### src/rtl/mario_coin_scheduler.sv
// Coin table owner for one level: scans valid coin slots once per frame through the shared
// touch detector, clears collected coins, requests a SKY tile write and counts coins in BCD.
module mario_coin_scheduler #(
    parameter int         NUM_COINS = 16,
    parameter logic [2:0] SKY       = 3'd1,
    parameter logic [2:0] TKN       = 3'd4,
    parameter int         IDX_W     = $clog2(NUM_COINS)
) (
    input  logic             clk,
    input  logic             reset_n,
    input  logic             frame_tick,
    input  logic             level_clear,
    input  logic             load_we,
    input  logic [IDX_W-1:0] load_idx,
    input  logic [31:0]      load_x,
    input  logic [31:0]      load_y,
    output logic [31:0]      probe_x,
    output logic [31:0]      probe_y,
    input  logic             touch_in,
    output logic             map_wr_valid,
    input  logic             map_wr_ready,
    output logic [31:0]      map_wr_x,
    output logic [31:0]      map_wr_y,
    output logic [2:0]       map_wr_tile,
    output logic [7:0]       coin_count,
    output logic             one_up,
    output logic             busy,
    output logic             scan_done,
    output logic             overrun
);

    // state | meaning
    // IDLE  | waiting for frame_tick; slot loads accepted here only
    // SETUP | one cycle per slot: skip if empty, else launch probe
    // EVAL  | phase 0 waits for the detector register, phase 1 samples touch_in
    // WRITE | holding the SKY map write until map_wr_ready
    localparam logic [1:0] S_IDLE  = 2'd0;
    localparam logic [1:0] S_SETUP = 2'd1;
    localparam logic [1:0] S_EVAL  = 2'd2;
    localparam logic [1:0] S_WRITE = 2'd3;

    localparam logic [IDX_W-1:0] IDX_LAST = IDX_W'(NUM_COINS - 1);
    localparam logic [IDX_W-1:0] IDX_ONE  = IDX_W'(1);

    if (NUM_COINS < 2 || (NUM_COINS & (NUM_COINS - 1)) != 0) begin : g_bad_num_coins
        $error("NUM_COINS must be a power of two and at least 2");
    end
    if (SKY == TKN) begin : g_bad_tiles
        $error("SKY and TKN tile codes must differ");
    end

    logic [1:0]           state_q, state_d;
    logic [IDX_W-1:0]     idx_q, idx_d;
    logic                 phase_q, phase_d;
    logic [NUM_COINS-1:0] slot_valid_q, slot_valid_d;
    logic [31:0]          slot_x_q [NUM_COINS];
    logic [31:0]          slot_x_d [NUM_COINS];
    logic [31:0]          slot_y_q [NUM_COINS];
    logic [31:0]          slot_y_d [NUM_COINS];
    logic [31:0]          probe_x_q, probe_x_d;
    logic [31:0]          probe_y_q, probe_y_d;
    logic                 wr_valid_q, wr_valid_d;
    logic [31:0]          wr_x_q, wr_x_d;
    logic [31:0]          wr_y_q, wr_y_d;
    logic [7:0]           count_q, count_d;
    logic                 one_up_q, one_up_d;
    logic                 busy_q, busy_d;
    logic                 scan_done_q, scan_done_d;
    logic                 overrun_q, overrun_d;
    logic                 advance;
    logic [8:0]           bcd_next;

    // Returns {wrapped_99_to_00, next_value}.
    function automatic logic [8:0] bcd_inc(input logic [7:0] v);
        logic [3:0] lo;
        logic [3:0] hi;
        logic       wrap;
        lo   = v[3:0];
        hi   = v[7:4];
        wrap = 1'b0;
        if (lo == 4'd9) begin
            lo = 4'd0;
            if (hi == 4'd9) begin
                hi   = 4'd0;
                wrap = 1'b1;
            end else begin
                hi = hi + 4'd1;
            end
        end else begin
            lo = lo + 4'd1;
        end
        return {wrap, hi, lo};
    endfunction

    always_comb begin
        state_d      = state_q;
        idx_d        = idx_q;
        phase_d      = phase_q;
        slot_valid_d = slot_valid_q;
        slot_x_d     = slot_x_q;
        slot_y_d     = slot_y_q;
        probe_x_d    = probe_x_q;
        probe_y_d    = probe_y_q;
        wr_valid_d   = wr_valid_q;
        wr_x_d       = wr_x_q;
        wr_y_d       = wr_y_q;
        count_d      = count_q;
        one_up_d     = 1'b0;
        scan_done_d  = 1'b0;
        overrun_d    = overrun_q;
        advance      = 1'b0;
        bcd_next     = bcd_inc(count_q);

        if (level_clear) begin
            state_d      = S_IDLE;
            idx_d        = '0;
            phase_d      = 1'b0;
            slot_valid_d = '0;
            wr_valid_d   = 1'b0;
            count_d      = 8'h00;
            overrun_d    = 1'b0;
        end else begin
            if (frame_tick && state_q != S_IDLE) begin
                overrun_d = 1'b1;
            end
            case (state_q)
                S_IDLE: begin
                    if (load_we) begin
                        slot_valid_d[load_idx] = 1'b1;
                        slot_x_d[load_idx]     = load_x;
                        slot_y_d[load_idx]     = load_y;
                    end
                    if (frame_tick) begin
                        idx_d   = '0;
                        state_d = S_SETUP;
                    end
                end
                S_SETUP: begin
                    if (slot_valid_q[idx_q]) begin
                        probe_x_d = slot_x_q[idx_q];
                        probe_y_d = slot_y_q[idx_q];
                        phase_d   = 1'b0;
                        state_d   = S_EVAL;
                    end else begin
                        advance = 1'b1;
                    end
                end
                S_EVAL: begin
                    if (!phase_q) begin
                        phase_d = 1'b1;
                    end else if (touch_in) begin
                        slot_valid_d[idx_q] = 1'b0;
                        wr_x_d              = slot_x_q[idx_q];
                        wr_y_d              = slot_y_q[idx_q];
                        wr_valid_d          = 1'b1;
                        count_d             = bcd_next[7:0];
                        one_up_d            = bcd_next[8];
                        state_d             = S_WRITE;
                    end else begin
                        advance = 1'b1;
                    end
                end
                S_WRITE: begin
                    if (map_wr_ready) begin
                        wr_valid_d = 1'b0;
                        advance    = 1'b1;
                    end
                end
                default: state_d = S_IDLE;
            endcase

            if (advance) begin
                if (idx_q == IDX_LAST) begin
                    state_d     = S_IDLE;
                    scan_done_d = 1'b1;
                end else begin
                    idx_d   = idx_q + IDX_ONE;
                    state_d = S_SETUP;
                end
            end
        end

        busy_d = (state_d != S_IDLE);
    end

    always_ff @(posedge clk or negedge reset_n) begin
        if (!reset_n) begin
            state_q      <= S_IDLE;
            idx_q        <= '0;
            phase_q      <= 1'b0;
            slot_valid_q <= '0;
            probe_x_q    <= '0;
            probe_y_q    <= '0;
            wr_valid_q   <= 1'b0;
            wr_x_q       <= '0;
            wr_y_q       <= '0;
            count_q      <= 8'h00;
            one_up_q     <= 1'b0;
            busy_q       <= 1'b0;
            scan_done_q  <= 1'b0;
            overrun_q    <= 1'b0;
        end else begin
            state_q      <= state_d;
            idx_q        <= idx_d;
            phase_q      <= phase_d;
            slot_valid_q <= slot_valid_d;
            probe_x_q    <= probe_x_d;
            probe_y_q    <= probe_y_d;
            wr_valid_q   <= wr_valid_d;
            wr_x_q       <= wr_x_d;
            wr_y_q       <= wr_y_d;
            count_q      <= count_d;
            one_up_q     <= one_up_d;
            busy_q       <= busy_d;
            scan_done_q  <= scan_done_d;
            overrun_q    <= overrun_d;
        end
    end

    // Coordinates are qualified by slot_valid_q, so they need no reset.
    always_ff @(posedge clk) begin
        slot_x_q <= slot_x_d;
        slot_y_q <= slot_y_d;
    end

    assign probe_x      = probe_x_q;
    assign probe_y      = probe_y_q;
    assign map_wr_valid = wr_valid_q;
    assign map_wr_x     = wr_x_q;
    assign map_wr_y     = wr_y_q;
    assign map_wr_tile  = SKY;
    assign coin_count   = count_q;
    assign one_up       = one_up_q;
    assign busy         = busy_q;
    assign scan_done    = scan_done_q;
    assign overrun      = overrun_q;

endmodule
### config.mk
export PLATFORM = sky130hd
export DESIGN_NAME = mario_coin_scheduler
export DESIGN_NICKNAME = d
export VERILOG_FILES = /design/src/rtl/mario_coin_scheduler.sv
export SDC_FILE = /design/constraint.sdc
export NUM_CORES = 1
export LEC_CHECK = 0
export CELL_PAD_IN_SITES_DETAIL_PLACEMENT = 1
export CELL_PAD_IN_SITES_GLOBAL_PLACEMENT = 1
export CORE_ASPECT_RATIO = 1.5
export CORE_MARGIN = 2
export CORE_UTILIZATION = 53
export CTS_CLUSTER_SIZE = 28
export DETAILED_ROUTE_END_ITERATION = 10
export HOLD_SLACK_MARGIN = 0.15
export PLACE_DENSITY = 0.87
export SLEW_MARGIN = 15
export SYNTH_ARGS = -nofsm -noshare
export SYNTH_HDL_FRONTEND = slang
export SYNTH_SLANG_ARGS = --single-unit
### constraint.sdc
create_clock -name clk -period 5.8 [get_ports clk]
set_input_delay 0.58 -clock clk [delete_from_list [all_inputs] [get_ports clk]]
set_output_delay 0.58 -clock clk [all_outputs]
set_load 0.02 [all_outputs]
==> results of run 1 <==
-- path summary, 6_finish.rpt --
path | start | endpoint
min in group clk | probe_x[25]$_DFFE_PN0P_ | probe_x[25]$_DFFE_PN0P_
max in group asynchronous | reset_n | map_wr_y[5]$_DFFE_PN0P_
min reg2reg | probe_x[25]$_DFFE_PN0P_ | probe_x[25]$_DFFE_PN0P_
max | idx_q[3]$_DFF_PN0_ | probe_y[11]$_DFFE_PN0P_
min | reset_n | slot_valid_q[13]$_DFFE_PN0P_
max reg2reg | idx_q[3]$_DFF_PN0_ | probe_y[11]$_DFFE_PN0P_
-- layout make-up --
type / count / area (sq um) / share of cell area
Antenna cell: 4 / 10.0 / 0.000190
Clock inverter: 60 / 657 / 0.0125
Clock buffer: 136 / 2910 / 0.0553
Inverter: 8 / 30.0 / 0.000571
Tap cell: 1130 / 1410 / 0.0269
Multi-Input combinational cell: 648 / 10100 / 0.192
Sequential cell: 1188 / 34900 / 0.663
Timing Repair Buffer: 257 / 2600 / 0.0494
-- cell families (layout without fill, tap and decap cells) --
group | count (synthesis) | in the layout | synth area share
flip-flops | 1188 | 1188 | 0.770
adder cells (fa/ha/maj) | 8 | 8 | 0.00221
AO/OA/AOI/OAI | 65 | 65 | 0.00934
AND/OR/NAND/NOR | 106 | 106 | 0.0120
buffers and inverters | 113 | 461 | 0.0109
multiplexers | 464 | 464 | 0.195
XOR/XNOR | 2 | 2 | 0.000387
other | 2 | 7 | 0.000166
-- through the flow --
step	setup WS, ps	std cells	hold slack [ps]
2_1_floorplan	1320	1949	284
3_3_place_gp	2140	3229	474
3_5_place_dp	2000	3229	480
4_1_cts	1980	3426	353
5_1_grt	1820	3431	413
6_report	1990	3431	372
-- Yosys cell counts, types with 4 or more instances --
cell      number  area share
nor4_1         8      0.0011
mux2_1        52       0.013
o22a_1        14      0.0027
o21ai_0       12      0.0013
nor3_1        11      0.0012
mux2i_1       12      0.0027
dfrtp_1      164       0.091
and2_1         7     0.00097
ha_1           8      0.0022
and3_1         5     0.00069
buf_2         37      0.0041
buf_1         11     0.00091
a31oi_1        8      0.0011
clkbuf_1      52      0.0043
a21oi_1       20      0.0022
nor2_1        31      0.0026
nand3_1        6     0.00066
nor2b_1        4     0.00055
buf_4          4     0.00066
mux4_2       322        0.16
nand2b_1       4     0.00055
edfxtp_1    1024        0.68
mux2_2        77       0.019
inv_1          7     0.00058
nand2_1       20      0.0017
-- where the power goes --
| group | leakage, nW | switching (W) | internal (W) |
|---|---|---|---|
| sequential | 11.4 | 0.000156 | 0.00950 |
| clock | 1.76 | 0.00323 | 0.00409 |
| combinational | 3.89 | 0.000873 | 0.000789 |
| total | 17.1 | 0.00426 | 0.0144 |
-- per-layer routing --
metal  share of wire  vias to the layer above
li1                -                     8693
met1            0.37                    12000
met2            0.53                     1341
met3           0.068                      210
met4           0.032                        2
met5         0.00011                        -
-- flip-flops by register name, summed over array words and instances, names as in the netlist --
register	count
slot_y_q	512
slot_valid_q	16
map_wr_x	32
coin_count	8
phase_q	1
map_wr_y	32
state_q	2
overrun	1
map_wr_valid	1
idx_q	4
scan_done	1
probe_x	32
slot_x_q	512
busy	1
probe_y	32
one_up	1
-- what timing repair did --
item / in CTS / in global routing
hold buffers: 1 / 0
hold endpoints to repair: 41 / 0
endpoints found under the setup margin: 0 / 0
-- placed cells by master (no fill, tap or decap), types with 12 or more instances in the layout --
master / netlist / routed
o21ai_0: 12 / 12
a21oi_1: 20 / 20
clkdlybuf4s50_1: 0 / 214
mux2_1: 52 / 52
bufinv_16: 0 / 12
mux2_2: 77 / 77
nor2_4: 0 / 17
buf_4: 4 / 31
clkbuf_1: 52 / 19
o22a_1: 14 / 14
dfrtp_1: 164 / 160
clkinv_2: 0 / 19
nor2_1: 31 / 14
mux2i_1: 12 / 12
edfxtp_1: 1024 / 1024
mux4_2: 322 / 322
clkinv_1: 0 / 17
nand2_1: 20 / 20
clkbuf_16: 0 / 109
==> summary.md, run 1 <==
| Metric | Value |
|---|---|
| Reg2Reg Depth | 6 |
| Total power | ~0.019 W |
| Reg2reg setup slack | around 2000 ps |
| Die X-Extent | between 200 and 250 microns |
| GR Util met3 | 0.0424 |
| Worst rel slew slack | 0.213 |
| Gate Count Post-Synth | a little under 2k |
| Longest Clk Path Bufs | 3 |
| GRT overflow | 0 |
| Primary FF master, synth | edfxtp_1 |
| Pin count of the biggest net entering global routing | around 130 |
| Power per Cell Area | approximately 350 nW/um^2 |
| Synthesized area | roughly 45000 sq um |
| Crit-path slowest cell | dfrtp_4 |
| Clock sink count | 1188 |
| Status | completed |
| Worst vdd ir | between 0.0003 and 0.0004 V |
| Vias in the first global route | between 20k and 25k |
| Post-Route Utilization | 0.619 |
| Sequential-to-total area share from yosys stat | 0.770 |
| Final instance area | 52600 sq um |
| Global-route wire length before repair | 177 mm |
| Clock-pin slew on the worst setup and hold paths | around 70 ps |
| RSZ-0062 raised after global routing | no |
| Die height | between 300 and 400 microns |
| CP Launch Type | flop |
| Top Ports | about 220 |
| Final TNS setup | 0 ps |
| Final #Nets | between 2k and 2.5k |
| Site Rows | around 130 |
| Share of cells above drive strength 1 | 0.273 |
| Fillers | between 6k and 7k |
| DP Area | roughly 49000 sq um |
| Synth async-reset ratio | 0.138 |
| Residual DRC | 0 |
| Final period utilization | 0.658 |
| Area delta synth->final | 16.1% |
| Finish-stage setup viols | 0 |
| CP peak stage delay | about 1000 ps |
| Met1 Use GR | 0.363 |
| Critical path depth | 6 |
| H-tree depth | 3 |
| Crit path arrival time | between 4000 and 5000 ps |
| Final Max Tran Viols | 0 |
| Cell family with most CP delay | multiplexers |
| Gr busiest metal | met2 |
| CTS root buffer | clkbuf_16 |
| Syn_area_per_cell | about 23 sq um |
| Final min period | between 3000 and 4000 ps |
| Final wirelength | ~120 mm |
| CP Class | reg -> reg |
| Worst-Skew Late Latency | approximately 700 ps |
| Total number of vias | 22.3k |
| CP bufs+invs | 1 |
| Die area | 87800 sq um |
| DRT iter0 DRCs | ~2.8k |
| Worst-Margin Slew | 1180 ps |
| Cell Chain, Critical Path | mux2i_1 > mux4_2 > mux2i_4 > nand3_4 > buf_4 > mux2_1 |
| Endpoint class of the critical path | flop |
| GRT Overall Usage | 0.280 |
| Routability Congestion | roughly 0.76 |
| WL/cell | roughly 35 microns |
| Fmax | ~260 MHz |
| Hpwl dp | ~61 mm |
| DRT Pass-1 Iters | 5 |
| WP data required | around 6400 ps |
| Core area | between 80000 and 90000 sq um |
| CP max FO | 52 |
| Starting density of the core | 0.533 |
| Post-synthesis cell type count | between 40 and 50 |
| Final hold violation count | 0 |
| CTS tree | built |
| P_leak | around 17 nW |
| Max Cap Viol | 0 |
| Seq cells post-synth | ~1.2k |
| TritonCTS buffer count | 104 |
| Setup Buffers After CTS | 0 |
| Met2 Track Usage GR | 0.480 |
| Post-synth EDFFs | between 1k and 1.5k |
| Number of antenna violations at the first check in global routing | 5 |
| Clock Skew | around 23 ps |
| Post-CTS sizing | 0 |
| YS warnings | 0 |
| Vias/cell | between 6 and 7 |
| IO Port Bufs | 215 |
| Hold Crit Class | in -> async |
| Final ANT Viol Nets | 0 |
Power figures use the tool's default switching activity.
==> run 2, diff against run 1 <==
CORE_UTILIZATION = 48   (was 53)
PLACE_DENSITY = 0.83   (was 0.87)
clock period = 3.15 ns   (was 5.8 ns; I/O delays follow)
==> summary.md, run 2 (same netlist as run 1, synthesis figures left out) <==
| Metric | Value |
|---|---|
| CP max FO | 32 |
| Area delta synth->final | 17.3% |
| RR Startpoint | idx_q[3]$_DFF_PN0_ |
| IO Port Bufs | ~220 |
| Final Max Tran Viols | 0 |
| Worst reg2reg endpoint | probe_x[14]$_DFFE_PN0P_ |
| Site Rows | 138 |
| WP data required | about 3700 ps |
| Worst-Skew Late Latency | a little over 700 ps |
| WL/cell | about 31 microns |
| Final period utilization | 0.902 |
| Final ANT Viol Nets | 0 |
| Hpwl dp | a little over 60 mm |
| Crit path arrival time | approximately 3400 ps |
| Reg2Reg Depth | 6 |
| Most frequent cells in the layout | edfxtp_1, mux4_2, clkdlybuf4s50_1, dfrtp_1, clkbuf_16 |
| Most common cell after layout, fill and taps aside | edfxtp_1 |
| Finish-stage setup viols | 0 |
| TritonCTS buffer count | roughly 110 |
| Number of antenna violations at the first check in global routing | 13 |
| Clock sink count | about 1.2k |
| Die area | 96900 sq um |
| Share of cells above drive strength 1 | 0.277 |
| Hold Crit Class | in -> async |
| Total number of vias | about 22k |
| Placed cells | 3379 |
| Status | completed |
| Worst vdd ir | 0.000444 V |
| Longest Clk Path Bufs | 3 |
| Die X-Extent | about 250 microns |
| GRT Overall Usage | 0.237 |
| WHS | between 200 and 250 ps |
| Routability Congestion | 0.765 |
| Vias in the first global route | between 20k and 25k |
| H-tree depth | 3 |
| Fmax | 352 MHz |
| CTS tree | built |
| Pin count of the biggest net entering global routing | 125 |
| Final instance area | about 53000 sq um |
| Power per Cell Area | approximately 630 nW/um^2 |
| Worst-Margin Slew | between 1000 and 1500 ps |
| Largest registers | slot_x_q x512, slot_y_q x512 |
| Switching power | ~0.0075 W |
| Core area | between 90000 and 100000 sq um |
| Die height | 380 microns |
| DRT Pass-1 Iters | 8 |
| Starting density of the core | 0.482 |
| DP Area | 49600 sq um |
| Final hold violation count | 0 |
| Top Ports | 219 |
| CP Class | reg -> reg |
| Clk pwr share | 0.381 |
| Flop pwr share | 0.528 |
| DRT iter0 DRCs | 2100 |
| Reg2reg setup slack | approximately 310 ps |
| Final #Nets | 2312 |
| Vias/cell | 6.01 |
| Setup Buffers After CTS | 0 |
| Clock Skew | 24.1 ps |
| P_leak | ~17 nW |
| Filler-free cell count of the finished design | roughly 3.6k |
| Clock-pin slew on the worst setup and hold paths | ~70 ps |
| Final TNS setup | 0 ps |
| Global-route wire length before repair | between 150 and 200 mm |
| Switching Fraction | 0.224 |
| CTS root buffer | clkbuf_16 |
| CP Launch Type | flop |
| GRT overflow | 0 |
| Max Cap Viol | 0 |
| Post-Route Utilization | 0.566 |
| RSZ-0062 raised after global routing | no |
| Worst rel slew slack | 0.231 |
| Endpoint class of the critical path | flop |
| Combinational share of power | 0.091 |
| Final wirelength | between 100 and 150 mm |
| Residual DRC | 0 |
| Internal power | approximately 0.026 W |
| Final min period | 2840 ps |
[run 2: cell count changes in the layout (fill, tap and decap cells not counted), sizes merged, moves of 4 or more]
cell | before | now
clkbuf | 137 | 154
bufinv | 12 | 5
clkinv | 42 | 34
diode | 4 | 8
buf | 41 | 61
[run 2: worst max path at each step]
stage                         endpoint                  from  slack [ps]
2_1_floorplan    slot_x_q[0]$_DFFE_PP_  state_q[1]$_DFF_PN0_        -110
3_3_place_gp   slot_x_q[149]$_DFFE_PP_           level_clear         350
3_5_place_dp   slot_x_q[149]$_DFFE_PP_           level_clear         320
4_1_cts        probe_x[14]$_DFFE_PN0P_    idx_q[3]$_DFF_PN0_         310
5_1_grt        probe_x[14]$_DFFE_PN0P_    idx_q[3]$_DFF_PN0_         240
6_report       probe_x[14]$_DFFE_PN0P_    idx_q[3]$_DFF_PN0_         310
[run 2: area by class of cell]
cell class	instances	area, sq um
fill	7970	40800
sequential	1188	34900
multi-input combinational	648	10100
timing repair buffer	277	3130
clock buffer	153	3020
tap	1260	1580
clock inverter	45	417
inverter	8	30.0
antenna	8	20.0
[run 2: critical path: stages, from the launching register on]
cell and delay, ps:
dfrtp_4 590, mux2i_1 170, mux4_2 540, mux2i_4 270, nand3_4 340, buf_12 300, mux2_1 400
[run 2: power groups by stage]
stage	clock, W	combinational (W)	sequential, W
floorplan	0	0.00132	0.0184
global placement	0	0.00294	0.0180
detailed placement	0	0.00306	0.0181
CTS	0.0131	0.00310	0.0178
global route	0.0135	0.00324	0.0178
finish	0.0128	0.00304	0.0178
[run 2: per-layer routing]
layer,track usage,share of wire
met1,0.297,0.37
met2,0.410,0.54
met3,0.0394,0.059
met4,0.0931,0.032
met5,0,0.00046
[run 2: repair_timing]
item	in CTS	in global routing
endpoints found under the hold margin	164	0
hold buffers	2	0
resized for setup	0	0
endpoints found under the setup margin	0	0
[run 2: per-stage QoR]
| stage | setup slack [ps] | power (W) |
|---|---|---|
| after floorplan | -113 | 0.0197 |
| after global placement | 350 | 0.0210 |
| after detailed placement | 322 | 0.0211 |
| after CTS | 306 | 0.0339 |
| after global routing | 235 | 0.0346 |
| final | 309 | 0.0336 |
